<file path="src/rtl/led_color_decoder_if.sv">
// led_color_decoder_if
// Bundles the monitored LED drive lines and the decoder's result signals.
//   led_r/led_g/led_b : PWM drive lines being monitored (driven by the LED path)
//   color             : last legally decoded colour code (0 RED, 1 YELLOW, 2 GREEN, 3 OFF)
//   color_valid       : one-cycle pulse, a window result is available
//   err               : one-cycle pulse with color_valid, pattern was illegal
//   locked            : level, two consecutive windows decoded the same legal colour
// master = side that drives the LED lines and reads results; slave = the decoder.
interface led_color_decoder_if;
    logic       led_r;
    logic       led_g;
    logic       led_b;
    logic [1:0] color;
    logic       color_valid;
    logic       err;
    logic       locked;

    modport master (
        output led_r, led_g, led_b,
        input  color, color_valid, err, locked
    );

    modport slave (
        input  led_r, led_g, led_b,
        output color, color_valid, err, locked
    );
endinterface

</file>
<file path="src/rtl/led_color_decoder.sv">
// led_color_decoder
// Loopback checker for the RGB LED PWM path. Each line is synchronised, its
// high time is counted over a free-running window of exactly PWM_PERIOD
// cycles, each count is classified (ZERO/LOW/HIGH/BAD) and the three classes
// are decoded back to a 2-bit colour code.
// Ports:
//   clk  : system clock
//   rst  : asynchronous, active-high reset
//   bus  : led_color_decoder_if.slave (LED lines in, colour/valid/err/locked out)
module led_color_decoder #(
    parameter int PWM_PERIOD = 4096,
    parameter int CNT_W      = $clog2(PWM_PERIOD + 1),
    parameter int TH_LOW     = PWM_PERIOD / 16,
    parameter int TH_HIGH    = 3 * PWM_PERIOD / 16,
    parameter int TH_MAX     = 3 * PWM_PERIOD / 8
) (
    input  logic                clk,
    input  logic                rst,
    led_color_decoder_if.slave  bus
);

    localparam int WIN_W = $clog2(PWM_PERIOD);
    localparam logic [WIN_W-1:0] WIN_LAST  = WIN_W'(PWM_PERIOD - 1);
    localparam logic [CNT_W-1:0] TH_LOW_C  = CNT_W'(TH_LOW);
    localparam logic [CNT_W-1:0] TH_HIGH_C = CNT_W'(TH_HIGH);
    localparam logic [CNT_W-1:0] TH_MAX_C  = CNT_W'(TH_MAX);

    localparam logic [1:0] CLS_ZERO = 2'd0;
    localparam logic [1:0] CLS_LOW  = 2'd1;
    localparam logic [1:0] CLS_HIGH = 2'd2;
    localparam logic [1:0] CLS_BAD  = 2'd3;

    localparam logic [1:0] COLOR_OFF = 2'd3;

    // bit 0 = red, bit 1 = green, bit 2 = blue
    logic [2:0]       sync1_q, sync1_d;
    logic [2:0]       sync2_q, sync2_d;
    logic [WIN_W-1:0] win_cnt_q, win_cnt_d;
    logic [CNT_W-1:0] hi_cnt_q [3];
    logic [CNT_W-1:0] hi_cnt_d [3];
    logic [CNT_W-1:0] snap_q [3];
    logic [CNT_W-1:0] snap_d [3];
    logic             snap_ld_q, snap_ld_d;
    logic [1:0]       color_q, color_d;
    logic             valid_q, valid_d;
    logic             err_q, err_d;
    logic             locked_q, locked_d;
    logic             prev_ok_q, prev_ok_d;

    logic             win_last;
    logic [CNT_W-1:0] hi_sum [3];
    logic [1:0]       cls_r, cls_g, cls_b;
    logic             legal;
    logic [1:0]       code;

    function automatic logic [1:0] classify(input logic [CNT_W-1:0] v);
        if (v < TH_LOW_C)       return CLS_ZERO;
        else if (v < TH_HIGH_C) return CLS_LOW;
        else if (v < TH_MAX_C)  return CLS_HIGH;
        else                    return CLS_BAD;
    endfunction

    always_comb begin
        sync1_d   = {bus.led_b, bus.led_g, bus.led_r};
        sync2_d   = sync1_q;
        win_last  = (win_cnt_q == WIN_LAST);
        win_cnt_d = win_last ? '0 : win_cnt_q + WIN_W'(1);
        // snapshot is loaded on the window's last edge; result is published one edge later
        snap_ld_d = win_last;

        for (int i = 0; i < 3; i++) begin
            // the sample taken on the last edge belongs to the closing window
            hi_sum[i] = hi_cnt_q[i] + CNT_W'(sync2_q[i]);
            if (win_last) begin
                snap_d[i]   = hi_sum[i];
                hi_cnt_d[i] = '0;
            end else begin
                snap_d[i]   = snap_q[i];
                hi_cnt_d[i] = hi_sum[i];
            end
        end

        cls_r = classify(snap_q[0]);
        cls_g = classify(snap_q[1]);
        cls_b = classify(snap_q[2]);

        legal = 1'b1;
        code  = COLOR_OFF;
        case ({cls_r, cls_g, cls_b})
            {CLS_HIGH, CLS_ZERO, CLS_ZERO}: code = 2'd0;
            {CLS_LOW,  CLS_LOW,  CLS_ZERO}: code = 2'd1;
            {CLS_ZERO, CLS_HIGH, CLS_ZERO}: code = 2'd2;
            {CLS_ZERO, CLS_ZERO, CLS_ZERO}: code = 2'd3;
            default:                        legal = 1'b0;
        endcase

        valid_d   = snap_ld_q;
        err_d     = snap_ld_q & ~legal;
        color_d   = color_q;
        locked_d  = locked_q;
        prev_ok_d = prev_ok_q;
        if (snap_ld_q) begin
            if (legal) begin
                // color_q still holds the previous window's code when prev_ok_q is set
                locked_d  = prev_ok_q && (code == color_q);
                color_d   = code;
                prev_ok_d = 1'b1;
            end else begin
                locked_d  = 1'b0;
                prev_ok_d = 1'b0;
            end
        end
    end

    always_ff @(posedge clk or posedge rst) begin
        if (rst) begin
            sync1_q   <= '0;
            sync2_q   <= '0;
            win_cnt_q <= '0;
            for (int i = 0; i < 3; i++) begin
                hi_cnt_q[i] <= '0;
                snap_q[i]   <= '0;
            end
            snap_ld_q <= 1'b0;
            color_q   <= COLOR_OFF;
            valid_q   <= 1'b0;
            err_q     <= 1'b0;
            locked_q  <= 1'b0;
            prev_ok_q <= 1'b0;
        end else begin
            sync1_q   <= sync1_d;
            sync2_q   <= sync2_d;
            win_cnt_q <= win_cnt_d;
            for (int i = 0; i < 3; i++) begin
                hi_cnt_q[i] <= hi_cnt_d[i];
                snap_q[i]   <= snap_d[i];
            end
            snap_ld_q <= snap_ld_d;
            color_q   <= color_d;
            valid_q   <= valid_d;
            err_q     <= err_d;
            locked_q  <= locked_d;
            prev_ok_q <= prev_ok_d;
        end
    end

    assign bus.color       = color_q;
    assign bus.color_valid = valid_q;
    assign bus.err         = err_q;
    assign bus.locked      = locked_q;

endmodule

</file>
<file path="src/flat_wrapper.sv">
// flat-port wrapper written by rule: the top's interface ports become plain ports
module led_color_decoder_flat 
#(
    parameter int PWM_PERIOD = 4096,
    parameter int CNT_W      = $clog2(PWM_PERIOD + 1),
    parameter int TH_LOW     = PWM_PERIOD / 16,
    parameter int TH_HIGH    = 3 * PWM_PERIOD / 16,
    parameter int TH_MAX     = 3 * PWM_PERIOD / 8
)
  (clk, rst, bus_led_r, bus_led_g, bus_led_b, bus_color, bus_color_valid, bus_err, bus_locked);
  led_color_decoder_if bus_i ();
  input  logic clk;
  input  logic rst;
  input wire logic [$bits(bus_i.led_r)-1:0] bus_led_r;
  input wire logic [$bits(bus_i.led_g)-1:0] bus_led_g;
  input wire logic [$bits(bus_i.led_b)-1:0] bus_led_b;
  output wire logic [$bits(bus_i.color)-1:0] bus_color;
  output wire logic [$bits(bus_i.color_valid)-1:0] bus_color_valid;
  output wire logic [$bits(bus_i.err)-1:0] bus_err;
  output wire logic [$bits(bus_i.locked)-1:0] bus_locked;
  assign bus_i.led_r = bus_led_r;
  assign bus_i.led_g = bus_led_g;
  assign bus_i.led_b = bus_led_b;
  assign bus_color = bus_i.color;
  assign bus_color_valid = bus_i.color_valid;
  assign bus_err = bus_i.err;
  assign bus_locked = bus_i.locked;
  led_color_decoder #(.PWM_PERIOD(PWM_PERIOD), .CNT_W(CNT_W), .TH_LOW(TH_LOW), .TH_HIGH(TH_HIGH), .TH_MAX(TH_MAX)) u_core (.clk(clk), .rst(rst), .bus(bus_i));
endmodule
</file>
<file path="config.mk">
export PLATFORM = sky130hd
export DESIGN_NAME = led_color_decoder_flat
export DESIGN_NICKNAME = d
export VERILOG_FILES = /design/src/rtl/led_color_decoder_if.sv /design/src/rtl/led_color_decoder.sv /design/src/flat_wrapper.sv
export SDC_FILE = /design/constraint.sdc
export NUM_CORES = 1
export LEC_CHECK = 0
export CORE_ASPECT_RATIO = 1.75
export CORE_MARGIN = 2
export CORE_UTILIZATION = 45
export CTS_BUF_LIST = sky130_fd_sc_hd__clkbuf_8
export DETAILED_ROUTE_END_ITERATION = 6
export GPL_TIMING_DRIVEN = 0
export SLEW_MARGIN = 20
export SYNTH_ARGS = -nofsm -noshare
export SYNTH_HDL_FRONTEND = slang
export SYNTH_SLANG_ARGS = --single-unit
</file>
<file path="constraint.sdc">
create_clock -name clk -period 2.6 [get_ports clk]
set_input_delay 0.65 -clock clk [delete_from_list [all_inputs] [get_ports clk]]
set_output_delay 0.65 -clock clk [all_outputs]
set_load 0.02 [all_outputs]
</file>
==> run_results.csv, run 1 <==
group,metric,value,unit
clocking,clock-sinks,79,
setup_path,rr_worst_depth,9,
global_route,grt_pass1_wl,10700,um
setup_path,crit_family,"simple AND/OR/NAND/NOR gates",
power,total_power,2.60,mW
synth,yosysSeqAreaShare,57.5,%
run_status,status,"complete, no violations",
finish,nets,353,
route,drc,0,
setup_path,max_stage_delay,390,ps
setup_path,worst_path_max_delay_cell,"dfrtp_1",
route,viasPerCell,5.14,
min_path,hp-class,"reg2reg",
sta,tightest_slew,514,ps
synth,synth_cell_types,33,
synth,syn_inst,319,
die,start_util,45.8,%
setup_path,r2r-start,"u_core.win_cnt_q[0]",
sta,finalSetupTns,0,ps
run,maxCapViolations,0,
sta,fmax,439,MHz
synth,synth_nets,331,
clocking,root_buffer,"clkbuf_8",
route,routed_wl,5720,um
setup_path,worstSetupEndpointType,"flip-flop",
clocking,cts_hold_buf,0,
global_route,first_global_vias,2314,
setup_path,critical_path_buf_inv_count,3,
global_route,grt_antenna_before_repair,0,
global_route,overflow,0,
place,dp_cells,418,
sta,clock_skew,9.56,ps
setup_path,cp_cell_sequence,"ha_1, and3_1, and3_1, and2_1, and4_1, clkbuf_1, buf_2, buf_2, nor2_1",
clocking,insertion_delay,350,ps
sta,final_hold_viol_count,0,
die,dieArea,8390,um2
sta,finalCritPeriodShare,87.5,%
route,drt-initial-drc-count,117,
power,intPower,1.91,mW
clocking,cts_buffer_depth,2,
clocking,cts_buffers,9,
place,hpwl,4070,um
setup_path,cp.arrival,2510,ps
sta,setup_viol_count_final,0,
sta,slew_violations,0,
route,firstDrtPassIters,4,
die,die_w,70.1,um
route,vias,2227,
setup_path,critPathMaxFanout,10,
synth,ys_ff_latch,79,
power,power.density,678,nW/um2
clocking,cts_tree,"built",
setup_path,critPathKind,"reg2reg",
setup_path,rrSetupSlack,320,ps
setup_path,critPathLaunchType,"flip-flop",
die,rows,42,
finish,post_layout_nonfiller_instances,433,
place,dpl_cell_area,3680,um2
power,p_seq_share,58.1,%
setup_path,crit_required,2830,ps
synth,ys_warn_count,0,
synth,syn_avg_cell_area,10.8,um2
clocking,cts_htree_levels,3,
die,die_h,120,um
synth,syn-cell-area,3440,um2
place,portBuffers,9,
finish,area_growth,11.7,%
sta,rsz0062_at_grt,"false",
clocking,path_clk_slew,70,ps
setup_path,r2r-end,"u_core.hi_cnt_q[10]",
finish,fin_area,3840,um2
route,wl_per_cell,13.2,um
power,switching_share,26.9,%
power,ir_drop,0.352,mV
die,ios,10,
min_path,min_to,"u_core.sync2_q[0]",
place,gp_congestion,0.719,
sta,post-route-min-period,2280,ps
min_path,hold_depth,0,
clocking,cts_resized,0,
global_route,grt_max_degree,35,
global_route,track_usage,16.2,%
power,p_clk_share,29.4,%
route,ant_nets,0,
sta,slew_headroom,65.7,%
die,coreArea,7510,um2
power,combPwrFrac,12.5,%
clocking,cts_setup_buffers,0,
finish,drive_gt1_share,8.41,%
power,p_sw,0.699,mW
finish,antenna_cells,0,
power,leakage,1.80,nW
sta,whs,353,ps
min_path,hp-start,"u_core.sync1_q[0]",
flip-flops by register name, summed over array words and instances, names as in the netlist:
signal / count
u_core.bus.color_valid: 1
u_core.bus.err: 1
u_core.hi_cnt_q: 39
u_core.bus.locked: 1
u_core.sync1_q: 3
u_core.snap_q: 15
u_core.prev_ok_q: 1
u_core.sync2_q: 3
u_core.bus.color: 2
u_core.win_cnt_q: 12
u_core.snap_ld_q: 1
power groups by stage:
stage	combinational [mW]	sequential (mW)	clock, mW
floorplan	0.267	1.51	0
global placement	0.309	1.53	0
detailed placement	0.329	1.54	0
CTS	0.335	1.51	0.800
global route	0.387	1.54	0.841
finish	0.325	1.51	0.765
worst reg2reg max path, cell delays in order, from the launching register on:
cell and delay [ps]:
dfrtp_1 390, ha_1 200, and3_1 200, and3_1 230
and2_1 180, and4_1 190, clkbuf_1 140, buf_2 260
buf_2 300, nor2_1 90
metal layers:
layer / up-vias / track usage [%] / part of all wire, %
met4: 0 / 9.98 / 3.7
met3: 15 / 3.27 / 2.3
met5: - / 0 / 0
met2: 21 / 26.4 / 50
met1: 1090 / 19.5 / 44
li1: 1101 / - / -
area by class of cell:
class	count	area, um2
clock inverter	5	20.0
multi-input combinational	227	1400
sequential	79	1980
clock buffer	10	138
buffer	10	45.0
timing repair buffer	11	130
fill	699	3670
inverter	3	15.0
tap	88	110
cells in the mapped netlist (all sizes together):
cell | count | area (um2)
nor2b | 10 | 62.6
or3 | 2 | 12.5
o21a | 1 | 7.51
clkbuf | 4 | 15.0
nand2b | 1 | 6.26
and2 | 3 | 18.8
buf | 6 | 30.0
o21ai | 2 | 10.0
nor3 | 3 | 15.0
or2 | 1 | 8.76
a211o | 1 | 8.76
nand3 | 20 | 100
nor2 | 67 | 251
xnor2 | 25 | 219
ha | 7 | 87.6
mux2 | 1 | 11.3
a31oi | 2 | 12.5
dfstp | 2 | 52.6
a2111oi | 2 | 55.1
inv | 3 | 11.3
and4 | 2 | 17.5
a21oi | 16 | 80.1
nand2 | 17 | 63.8
and2b | 1 | 8.76
o31ai | 1 | 7.51
xor2 | 24 | 210
o41ai | 1 | 16.3
nand3b | 1 | 7.51
and3 | 10 | 67.6
nand4 | 5 | 31.3
dfrtp | 77 | 1930
nor4 | 1 | 6.26
layout by cell type (no fill, tap or decap), types with 3 or more instances in the layout:
| cell | instances |
|---|---|
| nor2_1 | 67 |
| nand4_1 | 5 |
| nor2b_1 | 10 |
| and2_1 | 3 |
| nand3_1 | 20 |
| nand2_1 | 17 |
| and3_1 | 9 |
| xnor2_1 | 25 |
| clkdlybuf4s50_1 | 9 |
| xor2_1 | 24 |
| inv_1 | 6 |
| clkbuf_1 | 4 |
| ha_1 | 7 |
| dfrtp_1 | 77 |
| buf_2 | 6 |
| nor3_1 | 3 |
| clkbuf_8 | 10 |
| a21oi_1 | 16 |
cells by family after synthesis:
logic type / synth area share [%]
multiplexers: 0.327
XOR/XNOR: 12.5
AO/OA/AOI/OAI: 5.75
adder cells (fa/ha/maj): 2.55
flip-flops: 57.5
AND/OR/NAND/NOR: 19.7
buffers and inverters: 1.64
metrics by stage:
step / utilization [%] / setup WS (ps)
detailed placement: 49.0 / 280
CTS: 51.1 / 264
global placement: 48.5 / 147
finish: 51.1 / 324
global route: 51.1 / 75.0
floorplan: - / 627
how the worst max path moves through the flow:
stage | start | end | slack [ps] | cells after the start
global placement | rst | u_core.hi_cnt_q[12] | 150 | 2
CTS | u_core.win_cnt_q[0] | u_core.hi_cnt_q[15] | 260 | 9
global route | u_core.win_cnt_q[0] | u_core.hi_cnt_q[9] | 70 | 9
finish | u_core.win_cnt_q[0] | u_core.hi_cnt_q[10] | 320 | 9
detailed placement | u_core.win_cnt_q[0] | u_core.hi_cnt_q[15] | 280 | 9
floorplan | u_core.snap_q[21] | u_core.bus.locked | 630 | 6
Note: power is estimated with default switching activity, not from simulation.
==> run 2, diff against run 1 <==
--- a/config.mk
+++ b/config.mk
@@ -10,6 +10,7 @@
 export CORE_UTILIZATION = 45
 export CTS_BUF_LIST = sky130_fd_sc_hd__clkbuf_8
 export DETAILED_ROUTE_END_ITERATION = 6
+export GPL_ROUTABILITY_DRIVEN = 0
 export GPL_TIMING_DRIVEN = 0
 export SLEW_MARGIN = 20
 export SYNTH_ARGS = -nofsm -noshare
==> results of run 2 <==
Same layout as run 1: the final DEF is identical, and so are final timing and power.
==> run 3, diff against run 2 <==
--- a/config.mk
+++ b/config.mk
@@ -5,6 +5,7 @@
 export SDC_FILE = /design/constraint.sdc
 export NUM_CORES = 1
 export LEC_CHECK = 0
+export ABC_AREA = 1
 export CORE_ASPECT_RATIO = 1.75
 export CORE_MARGIN = 2
 export CORE_UTILIZATION = 45
==> run 3 against run 2 <==
Synthesized cell count grew 27%. Sequential power about the same. Worst hold slack is essentially flat. Critical path depth shrank 8. Clock skew is 1.9 ps lower. Non-clock buffer count is 3 lower. Clock power grew 4.7%. Fmax is 6.0% higher. Global-route usage is 0.48 points higher. First-iteration DRC count decreased by 10%. Utilization is 0.82 points higher. Largest power group unchanged.
==> run_results.csv, run 3 <==
group,metric,value,unit
die,die_h,124,um
route,drc,0,
place,dp_cells,506,
synth,synth_top_area_share,52.0,%
route,drt-initial-drc-count,105,
sta,tightest_slew,583,ps
setup_path,critPathLaunchType,"flip-flop",
clocking,cts_tree,"built",
min_path,hp-class,"reg2reg",
synth,ys_top_cells_by_count,"80 x nand2_1, 77 x dfrtp_1, 56 x nor2_1",
clocking,cts_buffer_depth,2,
power,leakage,2.07,nW
global_route,track_usage,16.7,%
finish,final_common_cell,"nand2_1",
die,start_util,46.5,%
setup_path,worst_path_max_delay_cell,"clkdlybuf4s50_1",
sta,finalCritPeriodShare,82.5,%
clocking,cts_htree_levels,3,
synth,yosysSeqAreaShare,53.4,%
die,rows,43,
setup_path,critical_path_buf_inv_count,1,
synth,ys_ff_latch,79,
sta,whs,352,ps
synth,synth.most_common_cell,"nand2_1",
synth,syn-cell-area,3710,um2
synth,synth_nets,417,
sta,clock_skew,7.69,ps
setup_path,cp.arrival,1500,ps
synth,synth_cell_types,29,
setup_path,crit_required,1950,ps
clocking,cts_resized,0,
sta,rsz0062_at_grt,"false",
finish,regMostFlops,"u_core.hi_cnt_q",
setup_path,crit_start,"u_core.bus.color[0]",
clocking,root_buffer,"clkbuf_8",
finish,layout_common_cells,"80 x nand2_1, 77 x dfrtp_1, 56 x nor2_1",
setup_path,r2r-start,"u_core.hi_cnt_q[26]",
clocking,path_clk_slew,70,ps
setup_path,cp_cell_sequence,"clkdlybuf4s50_1",
place,hpwl,4650,um
global_route,first_global_vias,2579,
finish,nets,439,
sta,setup_viol_count_final,0,
global_route,overflow,0,
die,ios,10,
sta,fmax,466,MHz
route,firstDrtPassIters,4,
power,ir_drop,0.439,mV
global_route,grt_pass1_wl,11300,um
route,routed_wl,6250,um
setup_path,critPathMaxFanout,4,
synth,async_reset_ff_share,100,%
clocking,cts_hold_buf,0,
setup_path,worstSetupEndpointType,"output port",
finish,drive_gt1_share,12.7,%
die,dieArea,9010,um2
synth,synth_area_leaders,"dfrtp_1 52%, nand2_1 8.1%, nor2_1 5.7%, inv_1 5.3%, xor2_1 5.0%",
synth,synth_flop_cell,"dfrtp_1",
setup_path,critPathKind,"reg2out",
setup_path,crit_family,"buffers and inverters",
setup_path,max_stage_delay,600,ps
route,wl_per_cell,12.0,um
sta,final_hold_viol_count,0,
sta,slew_violations,0,
run,maxCapViolations,0,
global_route,grt_antenna_before_repair,0,
route,vias,2524,
sta,post-route-min-period,2150,ps
finish,area_growth,11.6,%
synth,syn_avg_cell_area,9.15,um2
finish,antenna_cells,0,
clocking,clock-sinks,79,
route,ant_nets,0,
finish,largest_register_ffs,39,
power,power.density,658,nW/um2
run_status,status,"complete, no violations",
clocking,cts_buffers,9,
die,die_w,72.6,um
sta,finalSetupTns,0,ps
route,viasPerCell,4.84,
synth,ys_warn_count,0,
global_route,grt_max_degree,33,
clocking,cts_setup_buffers,0,
finish,post_layout_nonfiller_instances,522,
finish,largestRegisters,"u_core.hi_cnt_q (39), u_core.snap_q (15), u_core.win_cnt_q (12)",
synth,synth_edf_count,0,
die,coreArea,7960,um2
sta,slew_headroom,61.0,%
finish,fill_cells,799,
clocking,insertion_delay,350,ps
min_path,hp-start,"u_core.sync1_q[2]",
place,portBuffers,9,
synth,yosys.area.top_type,"dfrtp_1",
synth,syn_inst,405,
## run 3: cell type report
class                      instances  area [um2]  area share, %
multi-input combinational        265        1450           35.0
clock inverter                     5        23.8          0.575
sequential                        79        1980           47.9
timing repair buffer              11         138           3.33
inverter                          54         211           5.11
clock buffer                      11         151           3.66
tap                               90         113           2.72
buffer                             7        72.6           1.75
## run 3: kinds of logic after synthesis
group | Yosys count | synth area share [%]
buffers and inverters | 61 | 7.56
xor gates and xnor gates | 33 | 7.80
adders and majority gates | 7 | 2.36
DFF | 79 | 53.4
AOI/OAI and AO/OA | 25 | 3.44
and+or+nand+nor | 200 | 25.4
## run 3: path summary, 6_finish.rpt
| kind | slack, ps | to | depth (start not counted) |
|---|---|---|---|
| max in group asynchronous | 1070 | u_core.bus.color[1] | 4 |
| max | 450 | bus_color[0] | 1 |
| min | 350 | u_core.sync2_q[2] | 0 |
| min in group asynchronous | 710 | u_core.snap_q[21] | 2 |
| max reg2reg | 860 | u_core.hi_cnt_q[38] | 10 |
| min reg2reg | 350 | u_core.sync2_q[2] | 0 |
## run 3: per-stage QoR
stage | total power, mW | instance area [um2] | util [%] | setup slack [ps]
2_1_floorplan | 1.85 | 3710 | - | 1060
3_3_place_gp | 1.92 | 3910 | 49.1 | 158
3_5_place_dp | 1.95 | 3960 | 49.7 | 649
4_1_cts | 2.77 | 4140 | 51.9 | 428
5_1_grt | 2.92 | 4140 | 51.9 | 399
6_report | 2.72 | 4140 | 51.9 | 454
## run 3: report_power, final
group / internal, mW / switching [mW]
sequential: 1.39 / 0.119
clock: 0.389 / 0.413
combinational: 0.189 / 0.220
## run 3: per-layer routing
metal,global-route usage [%],up-vias,routed length (um)
li1,-,1304,-
met1,17.2,1193,2560
met2,31.0,19,3440
met3,4.13,8,119
met4,7.29,0,127
met5,0,-,0
